[src/rtl/mem_arb_pkg.sv]
// rtl/mem_arb_pkg.sv - shared types and constants for the image_ram port arbiter
// Purpose: arbiter FSM state, read-return tag layout and image_ram geometry.
// Ports: none (package).
package mem_arb_pkg;

  localparam int IMG_AW    = 14;
  localparam int IMG_DW    = 8;
  localparam int IMG_DEPTH = 16384;

  // Wide enough to tag up to 16 requesters.
  localparam int TAG_ID_W  = 4;

  typedef enum logic [1:0] {
    RUN,
    DRAIN,
    HALTED
  } arb_state_t;

  typedef struct packed {
    logic                vld;
    logic [TAG_ID_W-1:0] id;
  } rd_tag_t;

endpackage

[src/rtl/mem_port_arbiter_rr_picker.sv]
// rtl/mem_port_arbiter_rr_picker.sv - N-way round-robin priority picker
// Purpose: grants the first unmasked request at or after ptr (wrapping) and reports
//   the pointer position just past the winner.
// Ports:
//   req      in   N   request vector
//   mask     in   N   1 = entry may not win this cycle
//   ptr      in   PW  highest-priority entry
//   gnt      out  N   one-hot grant (zero when nothing eligible)
//   next_ptr out  PW  winner+1 (wrapping), or ptr when no grant
module rr_picker #(
  parameter int N  = 2,
  parameter int PW = (N > 1) ? $clog2(N) : 1
) (
  input  logic [N-1:0]  req,
  input  logic [N-1:0]  mask,
  input  logic [PW-1:0] ptr,
  output logic [N-1:0]  gnt,
  output logic [PW-1:0] next_ptr
);

  always_comb begin
    int   idx;
    logic found;
    gnt      = '0;
    next_ptr = ptr;
    found    = 1'b0;
    idx      = 0;
    for (int i = 0; i < N; i++) begin
      idx = int'(ptr) + i;
      if (idx >= N) idx = idx - N;
      for (int j = 0; j < N; j++) begin
        if (!found && (j == idx) && req[j] && !mask[j]) begin
          gnt[j]   = 1'b1;
          found    = 1'b1;
          next_ptr = (j == N - 1) ? '0 : PW'(j + 1);
        end
      end
    end
  end

endmodule

[src/rtl/mem_port_arbiter.sv]
// rtl/mem_port_arbiter.sv - shares single-port image_ram among a host loader and compute readers
// Purpose: one grant per cycle (host first, bounded by HOST_MAX while readers wait, readers
//   round-robin), registered RAM issue, tagged read return, halt/drain handshake.
// Optional feature: MEM_ARB_STATS_EN adds stat_clr/stat_grants saturating grant counters.
// Ports:
//   clk, reset_n              clock, asynchronous active-low reset
//   req_valid/ready/we        per-requester handshake and direction (index 0 = host)
//   req_addr/req_wdata        packed per-requester address / write data
//   rsp_valid/rsp_data        per-requester read return strobe, shared data
//   halt_req/halted           quiesce request / RAM idle indication
//   ram_addr/ram_data/ram_wren/ram_q  image_ram interface
//   stat_clr/stat_grants      (MEM_ARB_STATS_EN only) counter clear / packed 16-bit counters
module mem_port_arbiter
  import mem_arb_pkg::*;
#(
  parameter int N_REQ    = 3,
  parameter int AW       = IMG_AW,
  parameter int DW       = IMG_DW,
  parameter int RD_LAT   = 2,
  parameter int HOST_MAX = 8
) (
  input  logic                clk,
  input  logic                reset_n,
  input  logic [N_REQ-1:0]    req_valid,
  output logic [N_REQ-1:0]    req_ready,
  input  logic [N_REQ-1:0]    req_we,
  input  logic [N_REQ*AW-1:0] req_addr,
  input  logic [N_REQ*DW-1:0] req_wdata,
  output logic [N_REQ-1:0]    rsp_valid,
  output logic [DW-1:0]       rsp_data,
  input  logic                halt_req,
  output logic                halted,
`ifdef MEM_ARB_STATS_EN
  input  logic                stat_clr,
  output logic [N_REQ*16-1:0] stat_grants,
`endif
  output logic [AW-1:0]       ram_addr,
  output logic [DW-1:0]       ram_data,
  output logic                ram_wren,
  input  logic [DW-1:0]       ram_q
);

  localparam int NR     = N_REQ - 1;
  localparam int PW     = (NR > 1) ? $clog2(NR) : 1;
  localparam int HC_W   = $clog2(HOST_MAX + 1);
  localparam int PIPE_D = 1 + RD_LAT;

  arb_state_t          state, state_nxt;
  // Pointer is in reader space: 0 means requester 1.
  logic [PW-1:0]       rr_ptr, rr_ptr_nxt;
  logic [HC_W-1:0]     host_cnt;
  rd_tag_t             tag_pipe [PIPE_D];
  logic                grant_ok, host_mask, host_win, pipe_busy;
  logic [NR-1:0]       rd_gnt;
  logic [AW-1:0]       sel_addr;
  logic [DW-1:0]       sel_wdata;
  logic                sel_we;
  logic [TAG_ID_W-1:0] sel_id;

  // Host yields for one cycle once it has used its burst allowance and a reader waits.
  assign host_mask = (host_cnt == HC_W'(HOST_MAX)) && (|req_valid[N_REQ-1:1]);
  assign host_win  = grant_ok && req_valid[0] && !host_mask;

  rr_picker #(.N(NR), .PW(PW)) u_rr_picker (
    .req      (req_valid[N_REQ-1:1]),
    .mask     ({NR{!grant_ok || host_win}}),
    .ptr      (rr_ptr),
    .gnt      (rd_gnt),
    .next_ptr (rr_ptr_nxt)
  );

  assign req_ready = {rd_gnt, host_win};

  always_comb begin
    sel_addr  = '0;
    sel_wdata = '0;
    sel_we    = 1'b0;
    sel_id    = '0;
    for (int i = 0; i < N_REQ; i++) begin
      if (req_ready[i]) begin
        sel_addr  = req_addr[i*AW +: AW];
        sel_wdata = req_wdata[i*DW +: DW];
        sel_we    = req_we[i];
        sel_id    = TAG_ID_W'(i);
      end
    end
  end

  always_comb begin
    pipe_busy = 1'b0;
    for (int i = 0; i < PIPE_D; i++) pipe_busy = pipe_busy | tag_pipe[i].vld;
  end

  // halt_req blocks grants in the very cycle it is seen.
  always_comb begin
    state_nxt = state;
    grant_ok  = 1'b0;
    halted    = 1'b0;
    unique case (state)
      RUN: begin
        grant_ok = !halt_req;
        if (halt_req) state_nxt = DRAIN;
      end
      DRAIN: begin
        if (!halt_req)      state_nxt = RUN;
        else if (!pipe_busy) state_nxt = HALTED;
      end
      HALTED: begin
        halted = 1'b1;
        if (!halt_req) state_nxt = RUN;
      end
      default: state_nxt = RUN;
    endcase
  end

  always_ff @(posedge clk or negedge reset_n) begin
    if (!reset_n) begin
      state    <= RUN;
      rr_ptr   <= '0;
      host_cnt <= '0;
      ram_addr <= '0;
      ram_data <= '0;
      ram_wren <= 1'b0;
      for (int i = 0; i < PIPE_D; i++) tag_pipe[i] <= '0;
    end else begin
      state <= state_nxt;
      if (|rd_gnt) rr_ptr <= rr_ptr_nxt;
      if (host_win) begin
        if (host_cnt != HC_W'(HOST_MAX)) host_cnt <= host_cnt + HC_W'(1);
      end else begin
        host_cnt <= '0;
      end
      ram_wren <= 1'b0;
      if (|req_ready) begin
        ram_addr <= sel_addr;
        ram_data <= sel_wdata;
        ram_wren <= sel_we;
      end
      tag_pipe[0] <= '{vld: (|req_ready) && !sel_we, id: sel_id};
      for (int i = 1; i < PIPE_D; i++) tag_pipe[i] <= tag_pipe[i-1];
    end
  end

  // Last tag stage lines up with ram_q for the same access.
  always_comb begin
    rsp_valid = '0;
    rsp_data  = '0;
    if (tag_pipe[PIPE_D-1].vld) begin
      rsp_data = ram_q;
      for (int i = 0; i < N_REQ; i++)
        if (tag_pipe[PIPE_D-1].id == TAG_ID_W'(i)) rsp_valid[i] = 1'b1;
    end
  end

`ifdef MEM_ARB_STATS_EN
  for (genvar g = 0; g < N_REQ; g++) begin : g_stat
    logic [15:0] cnt;
    always_ff @(posedge clk or negedge reset_n) begin
      if (!reset_n)                             cnt <= '0;
      else if (stat_clr)                        cnt <= '0;
      else if (req_ready[g] && cnt != 16'hFFFF) cnt <= cnt + 16'd1;
    end
    assign stat_grants[g*16 +: 16] = cnt;
  end
`endif

endmodule

[config.mk]
export PLATFORM = sky130hd
export DESIGN_NAME = mem_port_arbiter
export DESIGN_NICKNAME = d
export VERILOG_FILES = /design/src/rtl/mem_arb_pkg.sv /design/src/rtl/mem_port_arbiter_rr_picker.sv /design/src/rtl/mem_port_arbiter.sv
export SDC_FILE = /design/constraint.sdc
export NUM_CORES = 1
export LEC_CHECK = 0
export CAP_MARGIN = 20
export CORE_ASPECT_RATIO = 1.25
export CORE_MARGIN = 2
export CORE_UTILIZATION = 40
export CTS_BUF_LIST = sky130_fd_sc_hd__clkbuf_8
export DETAILED_ROUTE_END_ITERATION = 8
export PLACE_DENSITY = 0.82
export SLEW_MARGIN = 20
export SYNTH_ARGS = -nofsm -noshare
export SYNTH_HDL_FRONTEND = slang
export SYNTH_HIERARCHICAL = 1
export SYNTH_SLANG_ARGS = --single-unit
export TNS_END_PERCENT = 1
[constraint.sdc]
create_clock -name clk -period 3.85 [get_ports clk]
set_clock_uncertainty 0.15 [all_clocks]
set_input_delay 0.77 -clock clk [delete_from_list [all_inputs] [get_ports clk]]
set_output_delay 0.77 -clock clk [all_outputs]
set_load 0.02 [all_outputs]
==> results_dict.tcl <==
set metrics [dict create \
    maxSlewHeadroom_pct 42.8 \
    routed_via_density 4.94 \
    ys_warn_count 6 \
    p_int_mw 1.17 \
    finalPower_mw 1.88 \
    final_max_slew_viol_count 0 \
    dr.pass1.iters 4 \
    status "finished clean" \
    synth_area_per_cell_um2 9.94 \
    setup_viol 0 \
    grt_setup_unrepaired "false" \
    grt_pass1_vias 2069 \
    dp_hpwl_um 4330 \
    h-tree-depth 2 \
    ys_types 36 \
    power_per_cell_area_mw_per_mm2 536 \
    ir_drop_mv 0.276 \
    initial_core_util_pct 41.1 \
    place.gp.congestion 0.731 \
    cts_made_buffers 5 \
    diodes 0 \
    leakage_nw 1.46 \
    worstPathRequired_ns 2.93 \
    wire_per_inst_um 14.0 \
    track_usage_pct 19.6 \
    seq_area_frac_synth_pct 44.2 \
    area_delta_synth_final_pct 58.6 \
    cts-resized-gates 0 \
    cp-end-kind "primary output" \
    crit_type "primary input to primary output" \
    min_period_ns 3.72 \
    clk_latency_ns 0.29 \
    grt_max_degree 50 \
    swShare_pct 37.5 \
    final.period_utilization_pct 96.5 \
    nNetsFinal 422 \
    path_max_fanout 4 \
    die_area_mm2 0.00613 \
    syn_area_mm2 0.00221 \
    cts_sinks 39 \
    clock-root-buffer "clkbuf_8" \
    grt-ovfl-total 0 \
    min_path_type "flip-flop to flip-flop" \
    drcViolationCount 0 \
    vias 1987 \
    die_h_um 87.1 \
    antenna_left 0 \
    clockPowerShare_pct 15.7 \
    arrival_ns 2.80 \
    cp-start-kind "primary input" \
    ys_ff_latch 39 \
    hold_viol 0 \
    grt_first_pass_wirelength_um 9560 \
    cts_tree "done" \
    die_width_um 70.4 \
    wl_um 5640 \
    num_rows 30 \
    port-buffer-count 120 \
    path_clk_slew_ns 0.07 \
    pwr-share-seq_pct 34.1 \
    fin_hold_ws_ns 0.203 \
    syn-num-nets 307 \
    clockBufferDepth 2 \
    ios 121 \
    layout-drive-gt1-share_pct 12.1 \
    p_comb_share_pct 50.2 \
    antenna_found_initial 0 \
    drt_iter0_drc 63 \
    tns_ns 0 \
    postCtsSetupBuffers 0 \
    worst_pin_slew_ns 0.859 \
    cts_hold_buf 0 \
    max_cap_violations 0 \
    core_area_mm2 0.00537 \
    power.switching_mw 0.704 \
    synth_cells 222 \
    fmax_mhz 269 \
]
flip-flops by register name, indices dropped and copies added, names as in the netlist:
name / cells
ram_wren: 1
ram_addr: 14
rr_ptr: 1
host_cnt: 4
tag_pipe: 9
ram_data: 8
state: 2
power groups by stage:
| stage | combinational [mW] | clock [mW] | sequential [mW] |
|---|---|---|---|
| 3_5_place_dp | 0.951 | 0 | 0.648 |
| 2_1_floorplan | 0.414 | 0 | 0.769 |
| 5_1_grt | 1.02 | 0.321 | 0.660 |
| 4_1_cts | 0.956 | 0.305 | 0.642 |
| 6_report | 0.942 | 0.295 | 0.640 |
| 3_3_place_gp | 0.942 | 0 | 0.636 |
synth_stat cells:
library cell | instances | share of area, %
mux2i_1 | 22 | 10
buf_2 | 2 | 0.45
nor3b_1 | 2 | 0.68
and2_1 | 8 | 2.3
nor3b_2 | 1 | 0.57
o21ai_1 | 1 | 0.23
nor4b_1 | 1 | 0.40
xnor2_1 | 2 | 0.79
nand3b_4 | 1 | 0.91
buf_6 | 3 | 1.5
nand2_1 | 2 | 0.34
nor3_4 | 1 | 0.74
mux2_2 | 1 | 0.51
and2_4 | 1 | 0.40
ha_1 | 2 | 1.1
o21ai_0 | 3 | 0.68
nand3_1 | 24 | 5.4
buf_12 | 2 | 1.8
o21a_1 | 1 | 0.34
nor2_1 | 31 | 5.3
and3b_1 | 1 | 0.40
o211ai_2 | 1 | 0.57
a311oi_2 | 1 | 0.68
buf_1 | 1 | 0.17
o21ai_2 | 19 | 7.5
buf_4 | 5 | 1.7
xor2_1 | 1 | 0.40
dfrtp_1 | 39 | 44
and2b_1 | 1 | 0.34
a21oi_1 | 25 | 5.7
nand2b_1 | 2 | 0.57
clkbuf_1 | 4 | 0.68
inv_1 | 5 | 0.85
nor2b_1 | 4 | 1.1
nor2_2 | 1 | 0.28
a21o_1 | 1 | 0.34
logic make-up after synthesis:
logic type	Yosys count	share of synthesized area [%]
simple gates	81	19.7
compound gates	52	16.0
flops	39	44.2
mux	23	10.5
buf+inv	22	7.20
xor+xnor	3	1.19
fa+ha+maj	2	1.13
worst max-delay path, cell delays in order:
cell             delay [ns]
clkdlybuf4s50_1        0.48
nor3_4                 0.19
o211ai_2               0.11
nand2_1                0.20
inv_1                  0.10
a311oi_4               0.28
clkdlybuf4s50_1        0.65
stage by stage:
stage               cell area, µm²  util (%)  cells  setup WS, ns
global route                  3500      65.2    402        0.0324
CTS                           3500      65.2    402         0.135
floorplan                     2210         -    222         0.748
finish                        3500      65.2    402         0.134
detailed placement            3400      63.3    394         0.150
global placement              3400      63.3    394         0.194
path summary, 6_finish.rpt:
| check | start | endpoint | slack [ns] | cells past startpoint |
|---|---|---|---|---|
| setup / recovery | halt_req | req_ready[1] | 0.13 | 7 |
| hold / removal | tag_pipe[5] | tag_pipe[0] | 0.20 | 0 |
| setup reg to reg | host_cnt[0] | rr_ptr | 0.96 | 11 |
| hold reg to reg | tag_pipe[5] | tag_pipe[0] | 0.20 | 0 |
| max in group asynchronous | reset_n | tag_pipe[14] | 2.57 | 1 |
| min in group asynchronous | reset_n | ram_addr[10] | 0.44 | 1 |
cell usage in the layout (no fill, tap or decap), types with 2 or more instances in the layout:
| master | n |
|---|---|
| clkdlybuf4s50_1 | 119 |
| nand3_1 | 24 |
| and2_1 | 8 |
| nor3b_1 | 2 |
| nand2_1 | 2 |
| nor2_1 | 30 |
| a21oi_1 | 25 |
| o21ai_0 | 3 |
| buf_4 | 5 |
| ha_1 | 2 |
| clkbuf_8 | 7 |
| nor2b_1 | 4 |
| dfrtp_1 | 39 |
| inv_1 | 6 |
| o21ai_2 | 19 |
| mux2i_1 | 22 |
| nand2b_1 | 2 |
| xnor2_1 | 2 |
per-layer routing:
| layer | vias up | share of wire, % | track usage, % |
|---|---|---|---|
| li1 | 1003 | - | - |
| met1 | 883 | 37 | 21.4 |
| met2 | 92 | 51 | 34.5 |
| met3 | 9 | 11 | 8.22 |
| met4 | 0 | 1.5 | 6.47 |
| met5 | - | 0 | 0 |
layout make-up:
class	instances	area [µm²]
clock buffer	7	96.3
clock inverter	1	3.75
fill	452	1870
inverter	5	18.8
multi-input combinational	161	1090
sequential	39	976
tap	64	80.1
timing repair buffer	125	1230
Power figures use the tool's default switching activity.
